### config.mk
export PLATFORM = sky130hd
export DESIGN_NAME = color_freq_decoder_flat
export DESIGN_NICKNAME = d
export VERILOG_FILES = /design/src/rtl/color_freq_decoder_if.sv /design/src/rtl/color_freq_decoder.sv /design/src/flat_wrapper.sv
export SDC_FILE = /design/constraint.sdc
export NUM_CORES = 1
export LEC_CHECK = 0
export CORE_MARGIN = 3
export CORE_UTILIZATION = 55
export DETAILED_ROUTE_END_ITERATION = 10
export PLACE_DENSITY = 0.78
export SLEW_MARGIN = 20
export SYNTH_ARGS = -nofsm -noshare
export SYNTH_HDL_FRONTEND = slang
export SYNTH_SLANG_ARGS = --single-unit
export TNS_END_PERCENT = 5
### constraint.sdc
create_clock -name clk -period 7.3 [get_ports clk]
set_input_delay 1.46 -clock clk [delete_from_list [all_inputs] [get_ports clk]]
set_output_delay 1.46 -clock clk [all_outputs]
set_load 0.01 [all_outputs]
### src/rtl/color_freq_decoder_if.sv
// Colour sensor / decoder signal bundle: square wave in, filter select and latched results out.
// master = the decoder, slave = the sensor/Core side.
interface color_freq_decoder_if #(
  parameter int CNT_W = 16
);
  logic             sq_in;
  logic [1:0]       filter_sel;
  logic [CNT_W-1:0] red_cnt;
  logic [CNT_W-1:0] green_cnt;
  logic [CNT_W-1:0] blue_cnt;
  logic [CNT_W-1:0] clear_cnt;
  logic [1:0]       color;
  logic             valid;

  modport master (
    input  sq_in,
    output filter_sel, red_cnt, green_cnt, blue_cnt, clear_cnt, color, valid
  );

  modport slave (
    output sq_in,
    input  filter_sel, red_cnt, green_cnt, blue_cnt, clear_cnt, color, valid
  );
endinterface

### src/rtl/color_freq_decoder.sv
// Colour sensor front end: steps the S2/S3 filter through R, G, B (and C with COLOR_DEC_CLEAR_EN),
// counts square-wave edges per gate window, then latches counts and a colour class with a valid strobe.
module color_freq_decoder #(
  parameter int GATE_CYCLES   = 500000,
  parameter int SETTLE_CYCLES = 5000,
  parameter int CNT_W         = 16,
  parameter int MIN_COUNT     = 20
) (
  input  logic                 clk,
  input  logic                 rst,
  color_freq_decoder_if.master bus
);

  typedef enum logic [1:0] {SETTLE, GATE, DECIDE} state_t;
  typedef enum logic [1:0] {CH_R, CH_G, CH_B, CH_C} chan_t;
  typedef enum logic [1:0] {NONE, RED, GREEN, BLUE} color_t;

`ifdef COLOR_DEC_CLEAR_EN
  localparam int    NCH     = 4;
  localparam chan_t LAST_CH = CH_C;
`else
  localparam int    NCH     = 3;
  localparam chan_t LAST_CH = CH_B;
`endif

  localparam int TMAX  = (GATE_CYCLES > SETTLE_CYCLES) ? GATE_CYCLES : SETTLE_CYCLES;
  localparam int TMR_W = $clog2(TMAX + 1);

  state_t           state, state_nx;
  chan_t            ch, ch_nx;
  logic [TMR_W-1:0] timer;
  logic             settle_done, gate_done;

  logic             s0, s1, s2, rise;
  logic [CNT_W-1:0] edge_cnt, cnt_inc;
  logic [CNT_W-1:0] shadow [NCH];

  logic             gate_on, gate_last, decide;
  color_t           cls;
  logic [CNT_W-1:0] win_val, thr_val;

  assign settle_done = (timer == TMR_W'(SETTLE_CYCLES - 1));
  assign gate_done   = (timer == TMR_W'(GATE_CYCLES - 1));

  always_ff @(posedge clk) begin
    if (rst) begin
      state <= SETTLE;
      ch    <= CH_R;
      timer <= '0;
    end else begin
      state <= state_nx;
      ch    <= ch_nx;
      timer <= (state_nx != state) ? '0 : timer + TMR_W'(1);
    end
  end

  always_comb begin
    state_nx = state;
    ch_nx    = ch;
    unique case (state)
      SETTLE: if (settle_done) state_nx = GATE;
      GATE: begin
        if (gate_done) begin
          if (ch == LAST_CH) begin
            state_nx = DECIDE;
          end else begin
            state_nx = SETTLE;
            ch_nx    = chan_t'(ch + 2'd1);
          end
        end
      end
      DECIDE: begin
        state_nx = SETTLE;
        ch_nx    = CH_R;
      end
      default: begin
        state_nx = SETTLE;
        ch_nx    = CH_R;
      end
    endcase
  end

  // filter_sel follows the channel register, so it switches on the SETTLE entry cycle
  always_comb begin
    gate_on   = (state == GATE);
    gate_last = gate_on && gate_done;
    decide    = (state == DECIDE);
    unique case (ch)
      CH_R:    bus.filter_sel = 2'b00;
      CH_G:    bus.filter_sel = 2'b11;
      CH_B:    bus.filter_sel = 2'b01;
      default: bus.filter_sel = 2'b10;
    endcase
  end

  always_ff @(posedge clk) begin
    if (rst) begin
      s0 <= 1'b0;
      s1 <= 1'b0;
      s2 <= 1'b0;
    end else begin
      s0 <= bus.sq_in;
      s1 <= s0;
      s2 <= s1;
    end
  end

  assign rise    = s1 & ~s2;
  assign cnt_inc = (rise && (edge_cnt != '1)) ? edge_cnt + CNT_W'(1) : edge_cnt;

  always_ff @(posedge clk) begin
    if (rst) begin
      edge_cnt <= '0;
    end else if (state == SETTLE && state_nx == GATE) begin
      edge_cnt <= '0;
    end else if (gate_on) begin
      edge_cnt <= cnt_inc;
    end
  end

  // cnt_inc rather than edge_cnt so a rise on the final gate cycle is kept
  always_ff @(posedge clk) begin
    if (rst) begin
      for (int unsigned i = 0; i < NCH; i++) shadow[i] <= '0;
    end else if (gate_last) begin
      for (int unsigned i = 0; i < NCH; i++) begin
        if (ch == chan_t'(i)) shadow[i] <= cnt_inc;
      end
    end
  end

  always_comb begin
    cls     = NONE;
    win_val = '0;
    if (shadow[0] > shadow[1] && shadow[0] > shadow[2]) begin
      cls     = RED;
      win_val = shadow[0];
    end else if (shadow[1] > shadow[0] && shadow[1] > shadow[2]) begin
      cls     = GREEN;
      win_val = shadow[1];
    end else if (shadow[2] > shadow[0] && shadow[2] > shadow[1]) begin
      cls     = BLUE;
      win_val = shadow[2];
    end
`ifdef COLOR_DEC_CLEAR_EN
    thr_val = shadow[3];
`else
    thr_val = win_val;
`endif
    if (thr_val < CNT_W'(MIN_COUNT)) cls = NONE;
  end

  always_ff @(posedge clk) begin
    if (rst) begin
      bus.red_cnt   <= '0;
      bus.green_cnt <= '0;
      bus.blue_cnt  <= '0;
      bus.color     <= '0;
      bus.valid     <= 1'b0;
    end else begin
      bus.valid <= decide;
      if (decide) begin
        bus.red_cnt   <= shadow[0];
        bus.green_cnt <= shadow[1];
        bus.blue_cnt  <= shadow[2];
        bus.color     <= cls;
      end
    end
  end

`ifdef COLOR_DEC_CLEAR_EN
  always_ff @(posedge clk) begin
    if (rst) begin
      bus.clear_cnt <= '0;
    end else if (decide) begin
      bus.clear_cnt <= shadow[3];
    end
  end
`else
  assign bus.clear_cnt = '0;
`endif

endmodule

### src/flat_wrapper.sv
// flat-port wrapper written by rule: the top's interface ports become plain ports
module color_freq_decoder_flat 
#(
  parameter int GATE_CYCLES   = 500000,
  parameter int SETTLE_CYCLES = 5000,
  parameter int CNT_W         = 16,
  parameter int MIN_COUNT     = 20
)
  (clk, rst, bus_sq_in, bus_filter_sel, bus_red_cnt, bus_green_cnt, bus_blue_cnt, bus_clear_cnt, bus_color, bus_valid);
  color_freq_decoder_if #(.CNT_W(CNT_W)) bus_i ();
  input  logic clk;
  input  logic rst;
  input wire logic [$bits(bus_i.sq_in)-1:0] bus_sq_in;
  output wire logic [$bits(bus_i.filter_sel)-1:0] bus_filter_sel;
  output wire logic [$bits(bus_i.red_cnt)-1:0] bus_red_cnt;
  output wire logic [$bits(bus_i.green_cnt)-1:0] bus_green_cnt;
  output wire logic [$bits(bus_i.blue_cnt)-1:0] bus_blue_cnt;
  output wire logic [$bits(bus_i.clear_cnt)-1:0] bus_clear_cnt;
  output wire logic [$bits(bus_i.color)-1:0] bus_color;
  output wire logic [$bits(bus_i.valid)-1:0] bus_valid;
  assign bus_i.sq_in = bus_sq_in;
  assign bus_filter_sel = bus_i.filter_sel;
  assign bus_red_cnt = bus_i.red_cnt;
  assign bus_green_cnt = bus_i.green_cnt;
  assign bus_blue_cnt = bus_i.blue_cnt;
  assign bus_clear_cnt = bus_i.clear_cnt;
  assign bus_color = bus_i.color;
  assign bus_valid = bus_i.valid;
  color_freq_decoder #(.GATE_CYCLES(GATE_CYCLES), .SETTLE_CYCLES(SETTLE_CYCLES), .CNT_W(CNT_W), .MIN_COUNT(MIN_COUNT)) u_core (.clk(clk), .rst(rst), .bus(bus_i));
endmodule
==> metrics, run 1 <==
status=complete, no violations; final setup fails=0; fmax=297.4 MHz; Most used DFF post-synth=dfxtp_1; Post-Synthesis Cells=725; worst slew pin tran=roughly 960 ps; simple-gate area share of the yosys netlist=0.1978; final slew viol count=0; Reg clk slew, reported paths=60 ps; initial antenna violation count=0; cells along the critical path=inv_1, ha_1, or2_2, clkdlybuf4s50_1; flops & latches, synth=141; Avg WL per Cell=between 15 and 20 um; overall die height=about 120 um; via count=5,334; H-tree levels=4; Clock Sinks=141; Netlist Area Pre-Place=6729 um2; worst clock skew=8.144 ps; pin count of the biggest net entering global routing=62; Root Driver=clkbuf_16; largest family of logic cells by synthesized area=simple AND/OR/NAND/NOR gates; post-route insts no fill=930; number of setup buffers added after CTS=0; sequential-to-total area share from yosys stat=0.4909; Die ar.=approximately 14,000 um2; post-synthesis xor/xnor area fraction=0.05076; post-synthesis compound-gate area fraction=0.09911; worst min path class=register to register; Max stage delay on crit path=480 ps; grt ovf=0; fillers=878; Slew HR=0.3588; # nets final=831; CP top delay family=buffers and inverters; vias per cell=5.735; CTS tree=yes; WP data arrival=1900 ps; I/O Buffers=55; worst path bufs/invs=2; post-synth cell types=47; layout cells sized above 1=0.05337; Worst-Skew Late Latency=between 400 and 500 ps; Tcrit/Tclk final=0.4606; static leakage=2.899 nW; Core Region=between 10,000 and 15,000 um2; ys async rst share=0; Fin. Hold Viols=0; maximum VDD drop=0.1736 mV; RSZ-0062 raised after global routing=no; PwrDens=about 240 nW/um2; # IOs=72; DRT Wirelength=between 15,000 and 20,000 um; CP startpoint kind=register; Final min period=3363 ps; Fin Hold WS=between 400 and 500 ps; diodes inserted=0; clk buf depth=2; vias in the first global route=5,298; TNS Setup=0 ps; TritonCTS Buffers=17; Initial Util=0.5770; Post-Synth Adder-Cell Area=0.1004; antenna-violating nets left=0; GRT Total Usage=0.2364; Synth Area per Inst=slightly above 9 um2; Post-synth EDFFs=48; CTS Hold Buffers Added=0; first-pass GRT wire length=25,010 um; mux share of post-synthesis cell area=0.005950; Data required, critical path=5840 ps; die width=116.6 um; DRC violations left=0; Crit Path Category=register to output port; worst-path fanout max=4; Synth-to-Final Area Change=18.15%; Max Cap Viol=0; CTS resizes=0; worst setup margin=3937 ps; Place WS=between 4000 and 5000 ps; slowest cell on the critical path=clkdlybuf4s50_1; nature of the critical path endpoint=output port; routability cong.=between 0.9 and 1; synth warn=0; placed cells=898; Post-DP HPWL=10,850 um; initial drt markers=345; Site Rows=39; DRT Pass-1 Iters=7
path summary, 6_finish.rpt:
check | to | start | slack [ps] | cells past startpoint
worst max-delay path | bus_filter_sel[1] | u_core.ch[1]$_SDFFE_PP0P_ | 3940 | 4
worst max register to register | u_core.shadow[0][8]$_DFFE_PP_ | u_core.timer[10]$_SDFF_PP0_ | 4480 | 5
worst min-delay path | u_core.s1$_SDFF_PP0_ | u_core.s0$_SDFF_PP0_ | 440 | 1
worst min register to register | u_core.s1$_SDFF_PP0_ | u_core.s0$_SDFF_PP0_ | 440 | 1
cells in the mapped netlist, drive strengths merged (3+ instances only):
cell type | number | share of area
or3 | 13 | 0.013
xor2 | 21 | 0.027
clkbuf | 21 | 0.012
o21a | 3 | 0.0033
buf | 21 | 0.022
inv | 37 | 0.021
nor2b | 8 | 0.0074
nand4 | 18 | 0.017
edfxtp | 48 | 0.21
xnor2 | 18 | 0.023
nand2b | 3 | 0.0028
o21ai | 16 | 0.012
nor2 | 60 | 0.033
nor4 | 11 | 0.010
mux2i | 4 | 0.0060
and3 | 3 | 0.0028
dfxtp | 93 | 0.28
a21oi | 79 | 0.059
nand2 | 126 | 0.070
nand3 | 19 | 0.014
nor3 | 17 | 0.013
ha | 54 | 0.10
a221o | 3 | 0.0045
a21o | 7 | 0.0078
or4 | 4 | 0.0050
registers in the layout, indices dropped and copies added, names as in the netlist, 2 cells and up:
signal	count
u_core.bus.green_cnt	16
u_core.state	2
u_core.ch	2
u_core.bus.color	2
u_core.bus.red_cnt	16
u_core.edge_cnt	16
u_core.shadow	48
u_core.bus.blue_cnt	16
u_core.timer	19
cell families (layout without fill, tap and decap cells):
kind of cell	count (synthesis)	count (layout)
simple gates	289	289
flops	141	141
compound gates	118	118
buf+inv	79	126
fa+ha+maj	54	54
xor+xnor	39	39
mux	4	4
other cells	1	16
routing by layer:
metal	wire length [um]	part of all wire	vias to the layer above	track usage
met5	0	0	-	0
li1	-	-	2571	-
met2	7414	0.49	201	0.4043
met1	6446	0.42	2510	0.2769
met4	551	0.036	0	0.1300
met3	866	0.057	52	0.05026
where the power goes:
part / switching [mW] / internal [mW] / leakage (nW) / total [mW]
logic: 0.0586 / 0.0344 / 1.39 / 0.0930
clock network: 0.320 / 0.613 / 0.304 / 0.933
registers: 0.0211 / 0.827 / 1.21 / 0.848
layout make-up:
cell class	instances	area, um2	area share
flip-flops and latches	141	3303	0.4155
clock inverters	11	188.9	0.02376
well taps	143	178.9	0.02251
multi-input cells	520	3129	0.3936
repair buffers	57	560.5	0.07051
clock buffers	21	450.4	0.05666
inverters	37	138.9	0.01747
cells in the final DEF (no fill, tap or decap), drive strengths merged, types with 21 or more instances in the layout:
| cell | instances |
|---|---|
| xor2 | 21 |
| clkdlybuf4s50 | 54 |
| a21oi | 79 |
| dfxtp | 93 |
| nand2 | 126 |
| inv | 38 |
| clkbuf | 21 |
| ha | 54 |
| edfxtp | 48 |
| nor2 | 60 |
per-stage QoR:
step / power [mW] / util / instance area, um2
floorplan: 0.9295 / - / 6785
global placement: 0.9462 / 0.6261 / 7302
detailed placement: 0.9532 / 0.6261 / 7302
CTS: 1.879 / 0.6809 / 7941
global route: 1.928 / 0.6817 / 7950
finish: 1.874 / 0.6817 / 7950
Power figures use the tool's default switching activity.
==> inputs of run 2 (changes only) <==
Settings changed: CORE_UTILIZATION 55 to 51, PLACE_DENSITY 0.78 to 0.76.
Clock period 7.3 ns to 2.9 ns, I/O delays scaled along.
==> run 2 against run 1 <==
Non-clock buffer count is 6 higher; die area is 7.4% higher; design area is 0.66% higher; largest cell class unchanged; first-iteration DRC count is 5.2% lower; critical path depth is 2 higher; core utilization is 5.5 points lower; count of clock-buffer cells in the layout is 3 lower; combinational power grew to 2.5 times the previous value; sequential power grew to 2.5 times the previous value; global-route usage is 0.97 points lower; clock power is 140% higher.
==> metrics, run 2 (same netlist as run 1, synthesis figures left out) <==
Site Rows=41; r2r startpoint=u_core.timer[10]$_SDFF_PP0_; Multi-input gate area=3133 um2; clock power share=0.482; Slew HR=0.5215; Critical R2R Capture=u_core.shadow[0][25]$_DFFE_PP_; CTS resizes=0; worst r2r path cells=6; Fin Hold WS=around 440 ps; most frequent cells in the layout=nand2_1 (126), dfxtp_1 (93), a21oi_1 (78); final slew viol count=0; Seq pwr share=0.467; Core Region=12,770 um2; nature of the critical path endpoint=register; initial drt markers=327; die width=around 120 um; Fin. Hold Viols=0; initial antenna violation count=0; I/O Buffers=55; DRC violations left=0; CP startpoint kind=register; routability cong.=roughly 0.92; max reg flops=48; Util after Layout=0.6265; worst clock skew=between 6 and 7 ps; largest registers=u_core.shadow (48), u_core.timer (19); fmax=363.3 MHz; status=complete, no violations; R2R setup slack=150 ps; TNS Setup=0 ps; pin count of the biggest net entering global routing=50; worst hold endpoint=u_core.s1$_SDFF_PP0_; # IOs=72; Most flops, register=u_core.shadow; vias per cell=between 5 and 6; via count=between 5,000 and 6,000; static leakage=slightly below 3 nW; clk buf depth=2; DRT Pass-1 Iters=5; Reg clk slew, reported paths=roughly 60 ps; Die ar.=14,610 um2; grt ovf=0; overall die height=120.9 um; Initial Util=0.5268; Clock Sinks=141; Tcrit/Tclk final=0.9491; WP data arrival=3000 ps; Sw Pwr=between 1 and 1.5 mW; first-pass GRT wire length=25,700 um; Register Area=about 3300 um2; Worst-Skew Late Latency=approximately 430 ps; TritonCTS Buffers=17; Logic pwr share=0.051; min-delay src=u_core.s0$_SDFF_PP0_; number of setup buffers added after CTS=0; Internal=about 3.5 mW; antenna-violating nets left=0; Max Cap Viol=0; Sw Share=0.2339; Synth-to-Final Area Change=18.93%; Avg WL per Cell=16.21 um; Hold Path Depth=1; CTS tree=yes; Power Total=about 4.6 mW; # nets final=about 840; worst min path class=register to register; fillers=1,019; Post-DP HPWL=~12,000 um; most common cell after layout, fill and taps aside=nand2_1; GRT Total Usage=0.2267; vias in the first global route=between 5,000 and 6,000; final setup fails=0; maximum VDD drop=~0.48 mV; Final min period=2752 ps; Root Driver=clkbuf_16; H-tree levels=4; layout cells sized above 1=0.06557; DRT Wirelength=approximately 16,000 um; diodes inserted=0; Data required, critical path=between 3000 and 4000 ps; CTS Hold Buffers Added=0; Crit Path Category=register to register; worst-path fanout max=16; PwrDens=570.6 nW/um2; worst slew pin tran=717.7 ps; RSZ-0062 raised after global routing=no
-- run 2: changes by cell type in the layout (fill, tap and decap cells not counted), moves of 3 or more --
cell / delta
inv_6: +4
buf_4: +6
bufinv_16: -3
clkinv_4: +3
clkbuf_1: -3
-- run 2: power groups by stage --
stage / clock network [mW] / registers, mW / logic, mW
2_1_floorplan: 0 / 2.15 / 0.190
3_3_place_gp: 0 / 2.17 / 0.221
3_5_place_dp: 0 / 2.18 / 0.230
4_1_cts: 2.22 / 2.13 / 0.232
5_1_grt: 2.32 / 2.14 / 0.267
6_report: 2.20 / 2.13 / 0.233
-- run 2: per-stage QoR --
step	setup slack (ps)	instance area, um2	cells
floorplan	421.9	6785	740
global placement	247.0	7383	933
detailed placement	90.75	7392	933
CTS	52.66	7999	965
global route	5.868	8003	965
finish	147.6	8003	965
-- run 2: cell type report --
class | count | share of cell area
multi-input cells | 520 | 0.3915
clock buffers | 18 | 0.05629
flip-flops and latches | 141 | 0.4128
inverters | 37 | 0.01735
well taps | 172 | 0.02689
clock inverters | 14 | 0.01954
repair buffers | 63 | 0.07567
-- run 2: metal layers --
metal  GRT usage  vias to the layer above  part of all wire
met4     0.08144                        0             0.019
met5           0                        -                 0
met3     0.04848                       23             0.042
met1      0.2734                     2518              0.43
met2      0.3984                      119              0.51
li1            -                     2594                 -
-- run 2: critical path, stage by stage (launching register included) --
cell and delay [ps]:
dfxtp_1 350, or4_1 530, or3_4 350, or4_4 550
nor3_2 280, o31ai_4 250, a21oi_1 260
-- run 2: worst max path at each step --
stage | to | startpoint | slack, ps
after global placement | u_core.shadow[0][26]$_DFFE_PP_ | u_core.timer[10]$_SDFF_PP0_ | 250
after floorplan | u_core.shadow[0][0]$_DFFE_PP_ | u_core.timer[10]$_SDFF_PP0_ | 420
final | u_core.shadow[0][25]$_DFFE_PP_ | u_core.timer[10]$_SDFF_PP0_ | 150
after CTS | u_core.shadow[0][42]$_DFFE_PP_ | u_core.timer[10]$_SDFF_PP0_ | 50
after global routing | u_core.shadow[0][25]$_DFFE_PP_ | u_core.timer[10]$_SDFF_PP0_ | 6
after detailed placement | u_core.shadow[0][10]$_DFFE_PP_ | u_core.timer[10]$_SDFF_PP0_ | 90
==> inputs of run 3 (changes only) <==
Settings changed: REMOVE_ABC_BUFFERS set to 1, SETUP_SLACK_MARGIN set to 0.05.
==> run 3 against run 2 <==
Power grew 2.6%; hold slack gained 12 ps; global-route usage shrank 0.74 points; largest power group unchanged.
==> metrics, run 3 (same netlist as run 1, synthesis figures left out) <==
Slew HR=0.5148; vias in the first global route=5,233; Tcrit/Tclk final=0.9555; largest registers=u_core.shadow (48), u_core.timer (19); Crit Path Category=register to register; PwrDens=584.0 nW/um2; pin count of the biggest net entering global routing=50; final slew viol count=0; Synth-to-Final Area Change=19.26%; GRT Total Usage=0.2193; Data required, critical path=3120 ps; Sw Share=0.2204; # IOs=72; Most flops, register=u_core.shadow; worst clock skew=7.206 ps; slowest cell on the critical path=or4_4; Seq pwr share=0.455; first-pass GRT wire length=25,270 um; Worst-Skew Late Latency=about 420 ps; I/O Buffers=between 50 and 60; WP data arrival=2990 ps; Sw Pwr=1.033 mW; initial drt markers=303; TNS Setup=0 ps; status=complete, no violations; via count=5,212; CP top delay family=simple AND/OR/NAND/NOR gates; DRC violations left=0; DRT Pass-1 Iters=5; final setup fails=0; CTS resizes=0; maximum VDD drop=0.4577 mV; routability cong.=0.9900; vias per cell=between 5 and 6; Max stage delay on crit path=550 ps; die width=between 100 and 150 um; CP startpoint kind=register; Final min period=approximately 2800 ps; static leakage=2.934 nW; nature of the critical path endpoint=register; RSZ-0062 raised after global routing=yes; fmax=360.9 MHz; Post-DP HPWL=11,110 um; Fin Hold WS=453.2 ps; DRT Wirelength=15,120 um; worst-path fanout max=16; Reg clk slew, reported paths=60 ps; Internal=3.654 mW; CTS Hold Buffers Added=0; Core Region=12,770 um2; diodes inserted=0; Max Cap Viol=0; most common cell after layout, fill and taps aside=nand2_1; worst path bufs/invs=0; most frequent cells in the layout=nand2_1 (126), dfxtp_1 (93), a21oi_1 (79); CTS tree=yes; clock power share=0.494; H-tree levels=4; Site Rows=slightly above 40; max reg flops=48; clk buf depth=2; fillers=1,030; TritonCTS Buffers=17; Initial Util=0.5268; Die ar.=14,610 um2; initial antenna violation count=0; worst slew pin tran=727.8 ps; grt ovf=0; Fin. Hold Viols=0; layout cells sized above 1=0.06305; antenna-violating nets left=0; Avg WL per Cell=15.67 um; Clock Sinks=141; worst min path class=register to register; Root Driver=clkbuf_16; Logic pwr share=0.051; # nets final=837; number of setup buffers added after CTS=0; overall die height=120.9 um; cells along the critical path=or4_1, or3_4, or4_4, nor3_2, o31ai_4, a21oi_1
==> run 3: changes by cell type in the layout (fill, tap and decap cells not counted), sizes merged <==
| cell | delta |
|---|---|
| clkinvlp | -3 |
| bufinv | +2 |
| clkbuf | +2 |
| clkinv | -2 |
| inv | +1 |
==> run 3: power groups by stage <==
stage,sequential (mW),combinational (mW),clock (mW)
3_3_place_gp,2.17,0.216,0
5_1_grt,2.14,0.272,2.44
2_1_floorplan,2.15,0.161,0
4_1_cts,2.13,0.235,2.36
3_5_place_dp,2.17,0.233,0
6_report,2.13,0.238,2.32
==> run 3: layout make-up <==
cell class | instances | area, um2 | share of cell area
clock buffer | 20 | 450.4 | 0.05613
tap | 172 | 215.2 | 0.02682
sequential | 141 | 3303 | 0.4116
timing repair buffer | 63 | 605.6 | 0.07546
inverter | 37 | 138.9 | 0.01731
clock inverter | 12 | 182.7 | 0.02276
multi-input combinational | 520 | 3129 | 0.3899
==> run 3: path summary, 6_finish.rpt <==
check | cells past startpoint | start | slack, ps | end
setup / recovery | 6 | u_core.timer[10]$_SDFF_PP0_ | 130 | u_core.shadow[0][38]$_DFFE_PP_
setup reg to reg | 6 | u_core.timer[10]$_SDFF_PP0_ | 130 | u_core.shadow[0][38]$_DFFE_PP_
hold reg to reg | 2 | u_core.bus.green_cnt[4]$_SDFFE_PP0P_ | 450 | u_core.bus.green_cnt[4]$_SDFFE_PP0P_
hold / removal | 2 | u_core.bus.green_cnt[4]$_SDFFE_PP0P_ | 450 | u_core.bus.green_cnt[4]$_SDFFE_PP0P_
==> run 3: layer usage <==
metal,track usage,wire (um),part of all wire
met3,0.05082,777,0.051
met1,0.2700,6627,0.44
met2,0.3692,7296,0.48
met5,0,0,0
met4,0.09278,421,0.028
==> run 3: tightest hold or removal path, stage by stage (launching register included) <==
cell and delay (ps):
dfxtp_1 310, nand2_1 50, a21oi_1 50
==> run 3: metrics by stage <==
stage	cell area, um2	cells	util	total power, mW	worst slack [ps]
6_report	8025	965	0.6283	4.687	129.0
5_1_grt	8025	965	0.6283	4.848	8.145
4_1_cts	8025	965	0.6283	4.722	128.0
3_5_place_dp	7392	933	0.5787	2.407	164.0
3_3_place_gp	7383	933	0.5780	2.389	263.8
2_1_floorplan	6558	698	-	2.311	354.3
